File: config.mk
export PLATFORM = sky130hd
export DESIGN_NAME = rr_encode_arbiter
export DESIGN_NICKNAME = d
export VERILOG_FILES = /design/src/rtl/rr_encode_arbiter.sv
export SDC_FILE = /design/constraint.sdc
export NUM_CORES = 1
export LEC_CHECK = 0
export ABC_AREA = 1
export CAP_MARGIN = 20
export CORE_UTILIZATION = 37
export DETAILED_ROUTE_END_ITERATION = 8
export DONT_BUFFER_PORTS = 1
export PLACE_DENSITY = 0.49
export SYNTH_ARGS = -nofsm -noshare
export SYNTH_HDL_FRONTEND = slang
export SYNTH_SLANG_ARGS = --single-unit
File: constraint.sdc
create_clock -name clk -period 2.1 [get_ports clk]
set_clock_uncertainty 0.05 [all_clocks]
set_input_delay 0.63 -clock clk [delete_from_list [all_inputs] [get_ports clk]]
set_output_delay 0.63 -clock clk [all_outputs]
set_load 0.02 [all_outputs]
File: src/rtl/rr_encode_arbiter.sv
// Round-robin arbiter for 2**N requesters: rotated priority-encode selection,
// grant/done ownership handshake and a hold-timeout watchdog.
module rr_encode_arbiter #(
    parameter int N        = 3,
    parameter int MAX_HOLD = 16
) (
    input  logic              clk,
    input  logic              rst,
    input  logic              enable,
    input  logic [2**N-1:0]   req,
    input  logic              done,
    output logic [2**N-1:0]   grant,
    output logic [N-1:0]      encode,
    output logic              grant_valid,
    output logic              timeout,
    output logic              busy
);

    localparam int REQ_W = 2**N;
    localparam int CNT_W = (MAX_HOLD > 2) ? $clog2(MAX_HOLD) : 1;

    typedef enum logic [1:0] {
        S_IDLE    = 2'd0,
        S_GRANT   = 2'd1,
        S_RELEASE = 2'd2
    } state_t;

    state_t           r_state;
    state_t           w_state_nxt;
    logic [REQ_W-1:0] r_grant;
    logic [REQ_W-1:0] w_grant_nxt;
    logic [N-1:0]     r_encode;
    logic [N-1:0]     w_encode_nxt;
    logic [N-1:0]     r_ptr;
    logic [N-1:0]     w_ptr_nxt;
    logic [CNT_W-1:0] r_hold_cnt;
    logic [CNT_W-1:0] w_hold_cnt_nxt;
    logic             r_timeout;
    logic             w_timeout_nxt;

    logic [REQ_W-1:0] w_masked;
    logic [N-1:0]     w_winner;
    logic             w_owner_req;
    logic             w_hold_expired;

    function automatic logic [N-1:0] lowest_set(input logic [REQ_W-1:0] v);
        logic [N-1:0] idx;
        idx = '0;
        for (int i = REQ_W - 1; i >= 0; i--) begin
            if (v[i]) idx = N'(i);
        end
        return idx;
    endfunction

    function automatic logic [REQ_W-1:0] upper_mask(input logic [N-1:0] p);
        logic [REQ_W-1:0] m;
        m = '0;
        for (int i = 0; i < REQ_W; i++) begin
            m[i] = (i >= int'(p));
        end
        return m;
    endfunction

    // Requests at or above the pointer take priority; fall back to the full
    // request vector so lower indices are served once the top is exhausted.
    always_comb begin
        w_masked = req & upper_mask(r_ptr);
        if (|w_masked) w_winner = lowest_set(w_masked);
        else           w_winner = lowest_set(req);
    end

    assign w_owner_req    = req[r_encode];
    assign w_hold_expired = (r_hold_cnt == CNT_W'(MAX_HOLD - 1));

    always_comb begin
        w_state_nxt    = r_state;
        w_grant_nxt    = r_grant;
        w_encode_nxt   = r_encode;
        w_ptr_nxt      = r_ptr;
        w_hold_cnt_nxt = r_hold_cnt;
        w_timeout_nxt  = 1'b0;
        case (r_state)
            S_IDLE: begin
                if (enable && (|req)) begin
                    w_state_nxt    = S_GRANT;
                    w_encode_nxt   = w_winner;
                    w_grant_nxt    = {{(REQ_W-1){1'b0}}, 1'b1} << w_winner;
                    w_hold_cnt_nxt = '0;
                end
            end
            S_GRANT: begin
                w_hold_cnt_nxt = r_hold_cnt + CNT_W'(1);
                // A normal release (done or withdrawal) masks a coincident timeout.
                if (done || !w_owner_req || w_hold_expired) begin
                    w_state_nxt    = S_RELEASE;
                    w_grant_nxt    = '0;
                    w_ptr_nxt      = r_encode + N'(1);
                    w_hold_cnt_nxt = '0;
                    w_timeout_nxt  = !(done || !w_owner_req);
                end
            end
            S_RELEASE: begin
                w_state_nxt = S_IDLE;
            end
            default: begin
                w_state_nxt = S_IDLE;
                w_grant_nxt = '0;
            end
        endcase
    end

    always_ff @(posedge clk) begin
        if (rst) begin
            r_state    <= S_IDLE;
            r_grant    <= '0;
            r_encode   <= '0;
            r_ptr      <= '0;
            r_hold_cnt <= '0;
            r_timeout  <= 1'b0;
        end else begin
            r_state    <= w_state_nxt;
            r_grant    <= w_grant_nxt;
            r_encode   <= w_encode_nxt;
            r_ptr      <= w_ptr_nxt;
            r_hold_cnt <= w_hold_cnt_nxt;
            r_timeout  <= w_timeout_nxt;
        end
    end

    assign grant       = r_grant;
    assign encode      = r_encode;
    assign grant_valid = (r_state == S_GRANT);
    assign busy        = (r_state != S_IDLE);
    assign timeout     = r_timeout;

endmodule

# After elaboration in Yosys (flattened, before gate mapping)
# Index checks and enable logic that the tools add are counted.
[word_totals]
elab_cells = 70
out_inout_bits = 14
inputBits = 12
ff_bits = 21
[op_classes]
addsub = 2
eq_ne = 5
n_shift = 1
reduce_logical = 16
mux = 28
bitwise_logic = 4
magnitude_cmp = 8
[op_table]
columns = ["operator", "n"]
rows = [
  ["$mux W3", 17],
  ["$pmux W8 S3", 1],
  ["$mux W8", 2],
  ["$reduce_or A8 Y1", 2],
  ["$ge A3 B3 Y1 const A", 3],
  ["$and A8 B8 Y8", 1],
  ["$mux W4", 2],
  ["$pmux W4 S2", 1],
  ["$reduce_and A2 Y1", 4],
  ["$shl A1 B3 Y8 const A", 1],
  ["$ge A1 B3 Y1 const A", 2],
  ["$ge A2 B3 Y1 const A", 2],
  ["$add A4 B1 Y4 const B", 1],
  ["$eq A4 B4 Y1 const B", 1],
  ["$lt A3 B4 Y1 const B", 1],
  ["$mux W2", 2],
  ["$pmux W2 S2", 1],
  ["$reduce_bool A2 Y1", 2],
  ["$add A3 B1 Y3 const B", 1],
  ["$bmux W1 S3", 1],
  ["$not A1 Y1", 3],
  ["$reduce_and A3 Y1", 1],
  ["$reduce_or A3 Y1", 1],
  ["$eq A2 B1 Y1 const B", 1],
  ["8 further kinds", 10],
]

# Depth between registers and ports, before layout
# Gate-level depths: netlist of run 1.
[depth]
ltp_word = 14
ltp_mapped = 11
mapped_depth_nobuf = 11

# Least setup slack after synthesis of run 1
# Ideal clock, no wire load.
[synth_path]
path_kind = "input-to-reg"
from = "input req[0]"
to = "register r_hold_cnt[3]"
t_arrival_ns = 1.513
setup_slack_ns = 0.423
path_buffers = 0
required_time_ns = 1.936
setup_ns = 0.114
stages = 11
path_cell_list = "inv_2 > nand2_1 > nor2_1 > inv_2 > nor2_2 > nor2_2 > nand2_1 > nand2_1 > nand3b_1 > xor2_1 > nor2_1"
[synth_between]
elab_chain_cells = 7
elab_cells_between_ends = 11
cone_classes = "eq/ne (1); mux (4); reduce/logical (6)"
[synth_lines]
columns = ["element", "line_no", "rtl"]
rows = [
  ["start: declaration", "10", "input logic [2**N-1:0] req,"],
  ["$bmux W1 S3", "72", "assign w_owner_req = req[r_encode];"],
  ["$mux W1 (implied by the code)", "72", ""],
  ["$logic_not A1 Y1", "94", "if (done || !w_owner_req || w_hold_expired) begin"],
  ["$logic_or A1 B1 Y1 (2 in a row)", "94", ""],
  ["$mux W4", "94", ""],
  ["$pmux W4 S2", "82", "case (r_state)"],
  ["end signal: assignment", "125", "r_hold_cnt <= w_hold_cnt_nxt;"],
  ["end: declaration", "36", "logic [CNT_W-1:0] r_hold_cnt;"],
]
# Parallel ways exist; a longest one is shown, timed or not. The select of a mux whose other input is x is not followed.
# A chain may end at the register's enable or synchronous reset.

# Worst setup path after layout of run 1
[layout_path]
from = "register r_state[0]"
to = "output grant_valid"
[layout_between]
elab_chain_cells = 1
[layout_lines]
columns = ["element", "line_no", "rtl"]
rows = [
  ["start: declaration", "28", "state_t r_state;"],
  ["start signal: assignment", "121", "r_state <= w_state_nxt;"],
  ["$eq A2 B1 Y1", "132", "assign grant_valid = (r_state == S_GRANT);"],
  ["end: declaration", "14", "output logic grant_valid,"],
]
# No other way between the ends.

==> out/metrics.cfg, run 1 <==
[power_and_ir_drop]
p_int_mw=0.5494
totalPowerFinal_mw=0.8261
seq_power_share=0.542
power_frac_comb=0.225
switching_power_mw=0.2767
p_leak_nw=0.5861
swShare=0.3349
peakVddDrop_uv=191.9
p_per_area_nw_per_um2=601.9
clkPwrFrac=0.234

[clock_network]
cts_setup_buffers=0
clockRootBuffer=clkbuf_4
cts_hold_buf=0
clk_pin_slew_ns=0.12
cts_buffer_depth=2
cts_tree=done
cts_buffers=3
cts.sinks=21
cts_resized=0
cts_htree_levels=1
insertion_delay_ns=0.30

[worst_setup_path]
cp.arrival_ns=1.23
critPathMaxStageDelay_ns=0.36
startpoint_type=flop
path_buf_inv=2
crit_family=flip-flops
critPathSlowestCell=dfxtp_1
rrSetupSlack_ns=0.47
cp-endpoint=grant_valid
r2r_cells=10
path_class=reg -> out
reg2reg_from=encode[1]
r2r_end=r_ptr[2]
crit_fanout=5
startpoint=r_state[0]
worstPathCellList=inv_1 > nor2_1 > buf_4
crit_required_ns=1.42
path_depth=3
worstSetupEndpointType=primary output

[floorplanning]
die-area_sq_um=3712
start_util=0.3851
die_w_um=60.93
row_count=21
fp.dieH_um=60.93
core-area_sq_um=3337
ios=26

[routing]
dr.pass1.iters=4
viasPerCell=4.911
totalWireLength_mm=2.861
dr_total_vias=1154
post_drt_wl_per_cell_um=12.17
drc=0
antenna_left=0
first_iter_violations=61

[timing]
max_freq_ghz=0.5232
post-route-period-util=0.9101
slew_headroom=0.7533
fin_ws_ns=0.1888
hold_slack_ns=0.3271
final_max_slew_viol_count=0
setup_viol=0
worst_pin_slew_ns=0.3687
fin_crit_ns=1.911
rsz0062_at_grt=no
setup_tns_ns=0
finalHoldViolCount=0

[global_route]
overflow=0
grt_max_degree=16
grt_usage=0.1648
grt_pass1_wl_mm=4.491
grt_pass1_vias=1051
antenna_found_initial=0

[cells_and_area]
stdcell_count=235
mostFrequentLayoutCells=nand2_1 (51), dfxtp_1 (21), inv_1 (18)
final_util=0.4113
ff_latch_area_sq_um=420.4
final_common_cell=nand2_1
drive_above_1_share=0.1746
nNetsFinal=204
diodes=0
areaGrowthSynthToFinish_pct=6.816
multiInputGateArea_sq_um=754.5
n_fill_cell=374
final_cell_area_sq_um=1373

[synthesis]
yosysSeqAreaShare=0.3272
syn-cell-area_sq_um=1285
yosys_register_bits=21
synth_nets=199
avgSynthCellArea_sq_um=6.946
ys_warn_count=0
ys_types=30
netlist_instances=185

[min_path]
worstHoldStart=rst
hold_class=in -> reg

[placed_design]
dpl.hpwl_mm=2.400
pre_cts_ws_ns=0.2259
placed_cells=231
gp_congestion=0.7631
io_buffers=0
place_area_sq_um=1345

[run_status]
status=complete, no violations

[run]
drv_cap=0

-- how the worst min path moves through the flow --
stage / depth (start not counted) / to / slack (ns)
floorplan: 2 / r_hold_cnt[0] / 0.41
global placement: 2 / r_hold_cnt[0] / 0.43
detailed placement: 2 / r_hold_cnt[0] / 0.43
CTS: 1 / grant[0] / 0.31
global route: 1 / grant[5] / 0.30
finish: 1 / grant[0] / 0.33
-- metal layers --
layer / track usage / part of all wire / vias up
met1: 0.2070 / 0.48 / 516
li1: - / - / 616
met4: 0.04870 / 0.0080 / 0
met5: 0 / 0 / -
met3: 0.03198 / 0.051 / 2
met2: 0.2857 / 0.46 / 20
-- sequential cells by signal, indices dropped and copies added, names as in the netlist --
register and flops:
encode 3, grant 8, r_hold_cnt 4, r_ptr 3, r_state 2, timeout 1
-- cells in the mapped netlist --
cell type  number  share of area
nor2_2          3          0.015
clkbuf_1        1         0.0029
dfxtp_1        21           0.33
inv_2           5          0.015
buf_6           1         0.0088
nand2_1        51           0.15
ha_1            2          0.019
nand3b_1        1         0.0058
nand4_2         1         0.0097
o21ai_0         1         0.0039
nand2_4         2          0.018
buf_2           1         0.0039
nand4_4         1          0.017
nand2_2         7          0.034
and2_1          1         0.0049
nand3_1        17          0.066
a211oi_1        1         0.0058
nor2_4          3          0.026
a21oi_1        15          0.058
nor2_1         11          0.032
o31ai_1         1         0.0058
nand4_1         6          0.029
nand3_2         2          0.016
o211ai_1        4          0.023
clkinv_1        1         0.0029
inv_1          18          0.053
o21ai_1         2         0.0078
xor2_1          3          0.020
a21oi_2         1         0.0068
nand3_4         1          0.014
-- power groups by stage --
stage	Combinational, mW	Sequential [mW]	Clock (mW)
finish	0.186	0.447	0.193
global route	0.210	0.452	0.219
detailed placement	0.186	0.457	0
floorplan	0.156	0.452	0
global placement	0.186	0.457	0
CTS	0.187	0.448	0.203
-- final cells by class --
cell class              count  area share
clock buffers               3     0.01641
clock inverters             1    0.003646
inverters                  24     0.06563
multi-input cells         137      0.5497
flip-flops and latches     21      0.3063
well taps                  46     0.04193
repair buffers              3     0.01641
-- worst reg2reg max path, stage by stage (launching register included) --
cell and delay (ns):
dfxtp_1 0.53, inv_1 0.14, o211ai_1 0.12, nand2_1 0.09, nand2_1 0.10, a21oi_2 0.07, nand2_1 0.07, nand2_2 0.09
nor2_2 0.19, nand2_1 0.08, nand2_1 0.06
-- logic make-up after synthesis --
kind of cell / count (synthesis) / synth area share
simple gates: 107 / 0.4353
buf+inv: 27 / 0.08567
compound gates: 25 / 0.1120
flops: 21 / 0.3272
xor+xnor: 3 / 0.02045
fa+ha+maj: 2 / 0.01947
Power figures use the tool's default switching activity.
==> inputs of run 2 (changes only) <==
Settings changed: CORE_MARGIN set to 4.
Clock period 2.1 ns to 2.45 ns, I/O delays scaled along.
==> run 2 against run 1 <==
Effect of this change: final cell count is 0.43% lower; largest power group unchanged; utilization down 0.26 points; sequential share of layout area rose by 0.20 points; critical endpoint is now encode[2]; non-clock buffer count down 1.
==> out/metrics.cfg, run 2 (synthesis gave the netlist of run 1 again) <==
[clock_network]
cts_buffer_depth=2  ; unchanged
cts_htree_levels=1  ; unchanged
cts_buffers=3  ; unchanged
cts.sinks=21  ; unchanged
insertion_delay_ns=0.29  ; about the same
clk_pin_slew_ns=0.11  ; about the same
clockRootBuffer=clkbuf_4
cts_hold_buf=0  ; unchanged
cts_setup_buffers=0  ; unchanged
cts_tree=done
cts_resized=0  ; unchanged

[timing]
post-route-period-util=0.7313
fin_crit_ns=1.792
max_freq_ghz=0.5582
rsz0062_at_grt=no
slew_headroom=0.6579  ; -0.09533
worst_pin_slew_ns=0.5124  ; +0.1437 ns
setup_tns_ns=0  ; unchanged
final_max_slew_viol_count=0  ; unchanged
finalHoldViolCount=0  ; unchanged
setup_viol=0  ; unchanged

[min_path]
min_delay_path_depth=1  ; unchanged
hold_class=in -> reg

[placed_design]
dpl.hpwl_mm=2.528  ; +5.3%
placed_cells=230  ; -0.43%
io_buffers=0  ; unchanged
gp_congestion=0.8247  ; +8.1%

[cells_and_area]
final_util=0.4087  ; -0.002625
stdcell_count=234  ; -0.43%
mostFrequentLayoutCells=nand2_1 (51), dfxtp_1 (21), inv_1 (18)
largest_reg_flops=8  ; unchanged
nNetsFinal=203  ; -0.49%
diodes=0  ; unchanged
areaGrowthSynthToFinish_pct=6.135
drive_above_1_share=0.1649  ; -0.009710
final_common_cell=nand2_1

[global_route]
grt_pass1_vias=1047  ; -0.38%
grt_usage=0.1476  ; -0.01720
grt_max_degree=16  ; unchanged
grt_pass1_wl_mm=4.968  ; +11%
overflow=0  ; unchanged
antenna_found_initial=0  ; unchanged

[routing]
first_iter_violations=37  ; -39%
post_drt_wl_per_cell_um=12.67  ; +4.1%
totalWireLength_mm=2.965  ; +3.6%
viasPerCell=4.868  ; -0.88%
dr.pass1.iters=4  ; unchanged
drc=0  ; unchanged
dr_total_vias=1139  ; -1.3%
antenna_left=0  ; unchanged

[power_and_ir_drop]
p_leak_nw=0.5781  ; -1.4%
peakVddDrop_uv=208.1  ; +8.5%
totalPowerFinal_mw=0.7025  ; -15%
p_per_area_nw_per_um2=515.1  ; -14%

[floorplanning]
die-area_sq_um=4480  ; +21%
row_count=21  ; unchanged
ios=26  ; unchanged
start_util=0.3851  ; unchanged
fp.dieH_um=66.93  ; +9.8%
die_w_um=66.93  ; +9.8%
core-area_sq_um=3337  ; unchanged

[run]
drv_cap=0  ; unchanged

[worst_setup_path]
startpoint_type=primary input
worstSetupEndpointType=flop
r2r_cells=8  ; -2
cp.arrival_ns=1.93  ; +0.70 ns
crit_required_ns=2.59  ; +1.17 ns
path_class=in -> reg
crit_fanout=8  ; +3

[run_status]
status=complete, no violations

## run 2: cell types whose count changed in the layout (fill, tap and decap cells not counted), sizes merged
cell,change
buf,-1
clkbuf,+1
clkinv,-1
## run 2: final cells by class
type / count / area, sq um
Clock buffer: 4 / 26.28
Tap cell: 46 / 57.56
Fill cell: 378 / 1973
Timing Repair Buffer: 2 / 15.01
Multi-Input combinational cell: 137 / 754.5
Inverter: 24 / 90.09
Sequential cell: 21 / 420.4
## run 2: power breakdown
part           internal, mW  switching [mW]
Clock                0.0633          0.0986
Combinational        0.0510           0.102
Sequential            0.357          0.0304
Total                 0.471           0.231
## run 2: worst max-delay path, stage by stage
cell	delay [ns]
inv_1	0.07
nand2_1	0.07
nor2_1	0.16
inv_2	0.05
nor2_2	0.13
nor2_2	0.04
nand2_1	0.18
buf_4	0.20
nor2_4	0.06
a211oi_1	0.24
## run 2: worst paths after layout
| path | start | end | slack, ns |
|---|---|---|---|
| max reg2reg | encode[0] | grant[1] | 0.67 |
| min reg2reg | r_hold_cnt[0] | r_hold_cnt[0] | 0.45 |
| min | rst | r_state[0] | 0.44 |
| max | req[1] | encode[2] | 0.66 |
## run 2: through the flow
step	setup WS, ns	cell area [sq um]	hold slack, ns
2_1_floorplan	0.6679	1285	0.4055
3_3_place_gp	0.4010	1338	0.4289
3_5_place_dp	0.3395	1338	0.4393
4_1_cts	0.6192	1364	0.4265
5_1_grt	0.4419	1364	0.4198
6_report	0.6584	1364	0.4436
## run 2: per-layer routing
metal  track usage  up-vias  wire length (um)
met1        0.1880      509              1364
li1              -      611                 -
met2        0.2376       17              1390
met4       0.04557        0                17
met3       0.04384        2               192
met5             0        -                 0
==> inputs of run 3 (changes only) <==
Settings changed: PLACE_DENSITY 0.49 to 0.51.
Clock period 2.45 ns to 1.6 ns, I/O delays scaled along.
==> run 3 against run 2 <==
Effect of this change: global-route usage rose by 0.30 points; first-iteration DRC count rose by 57%; final area rose by 10%; flip-flop and latch count did not move; sequential share of layout area fell by 2.4 points; combinational power rose by 95%; clock power rose by 57%; total power rose by 62%; utilization rose by 4.2 points; hold slack got worse by 0.27 ns; largest power group unchanged; highest routed layer unchanged.
==> out/metrics.cfg, run 3 (synthesis gave the netlist of run 1 again) <==
[routing]
viasPerCell=4.956  ; +1.8%
totalWireLength_mm=3.057  ; +3.1%
dr.pass1.iters=4  ; unchanged
post_drt_wl_per_cell_um=12.33  ; -2.7%
drc=0  ; unchanged
antenna_left=0  ; unchanged
first_iter_violations=58  ; +57%
dr_total_vias=1229  ; +7.9%

[floorplanning]
die_w_um=66.93  ; unchanged
start_util=0.3851  ; unchanged
die-area_sq_um=4480  ; unchanged
ios=26  ; unchanged
fp.dieH_um=66.93  ; unchanged
row_count=21  ; unchanged
core-area_sq_um=3337  ; unchanged

[clock_network]
cts_buffers=3  ; unchanged
clk_pin_slew_ns=0.12  ; about the same
insertion_delay_ns=0.30  ; about the same
cts_buffer_depth=2  ; unchanged
clockRootBuffer=clkbuf_4
cts.sinks=21  ; unchanged
cts_hold_buf=0  ; unchanged
cts_tree=done
cts_htree_levels=1  ; unchanged

[cells_and_area]
drive_above_1_share=0.2574  ; +0.09253
largest_reg_flops=8  ; unchanged
areaGrowthSynthToFinish_pct=17.14
final_common_cell=nand2_1
mostFrequentLayoutCells=nand2_1 (51), inv_1 (18), nand3_1 (17), dfxtp_1 (17)
nNetsFinal=217  ; +6.9%
diodes=0  ; unchanged

[run_status]
status=complete, no violations

[placed_design]
dpl.hpwl_mm=2.484  ; -1.8%
io_buffers=0  ; unchanged
gp_congestion=0.8598  ; +4.3%
pre_cts_ws_ns=-0.09120  ; -0.4307 ns

[global_route]
grt_max_degree=16  ; unchanged
grt_pass1_vias=1186  ; +13%
antenna_found_initial=0  ; unchanged
overflow=0  ; unchanged
grt_pass1_wl_mm=5.168  ; +4.0%
grt_usage=0.1506  ; +0.002963

[timing]
setup_viol=0  ; unchanged
worst_pin_slew_ns=0.2491  ; -0.2633 ns
slew_headroom=0.8325  ; +0.1746
hold_slack_ns=0.1771  ; -0.2665 ns
fin_crit_ns=1.534
post-route-period-util=0.9589
fin_ws_ns=0.06570  ; -0.5927 ns
final_max_slew_viol_count=0  ; unchanged
finalHoldViolCount=0  ; unchanged
rsz0062_at_grt=no
max_freq_ghz=0.6518

[worst_setup_path]
crit_fanout=2  ; -6
crit_required_ns=1.07  ; -1.52 ns
worstSetupEndpointType=primary output
cp.arrival_ns=1.00  ; -0.93 ns
startpoint_type=flop
path_class=reg -> out

[power_and_ir_drop]
peakVddDrop_uv=458.6  ; +120%
p_leak_nw=0.6565  ; +14%
p_per_area_nw_per_um2=755.8  ; +47%

[run]
drv_cap=0  ; unchanged

[min_path]
hold_class=in -> reg

## run 3: timing repair
item	4_1_cts	5_1_grt
cloned	0	0
buffers inserted	0	2
pin swaps	0	2
resized for setup	4	5
endpoints found under the setup margin	6	10
hold endpoints to repair	0	0
## run 3: metrics by stage
stage            util  area, sq um  std cells  power [mW]  TNS (ns)
4_1_cts        0.4428         1478        246       1.142         0
3_3_place_gp   0.4316         1440        242      0.8832   -0.1728
3_5_place_dp   0.4316         1440        242      0.8849   -0.3193
5_1_grt        0.4511         1505        248       1.208         0
2_1_floorplan       -         1285        185      0.7975         0
6_report       0.4511         1505        248       1.138         0
## run 3: critical path: stages (launching register included)
cell and delay (ns):
dfxtp_1 0.36, inv_1 0.08, nor2_4 0.12, buf_4 0.15
## run 3: final cells by class
class,instances,area [sq um]
clock inverter,1,5.005
tap,46,57.56
clock buffer,3,22.52
sequential,21,427.9
fill,380,1832
inverter,24,90.09
timing repair buffer,16,132.6
multi-input combinational,137,769.5
## run 3: routing by layer
layer | wire, um | up-vias | GRT usage | part of all wire
met1 | 1359 | 560 | 0.1896 | 0.44
met5 | 0 | - | 0 | 0
met2 | 1500 | 26 | 0.2500 | 0.49
li1 | - | 639 | - | -
met4 | 19 | 0 | 0.04810 | 0.0062
met3 | 178 | 4 | 0.03710 | 0.058
## run 3: power by group
part	internal (mW)	switching, mW
combinational	0.119	0.180
sequential	0.548	0.0356
clock	0.0931	0.162
## run 3: final timing paths
check / startpoint / end / slack (ns) / depth (start not counted)
max reg2reg: r_ptr[2] / grant[1] / 0.10 / 9
max: r_state[0] / grant_valid / 0.07 / 3
min: rst / grant[7] / 0.18 / 1
min reg2reg: r_hold_cnt[0] / r_hold_cnt[0] / 0.45 / 2
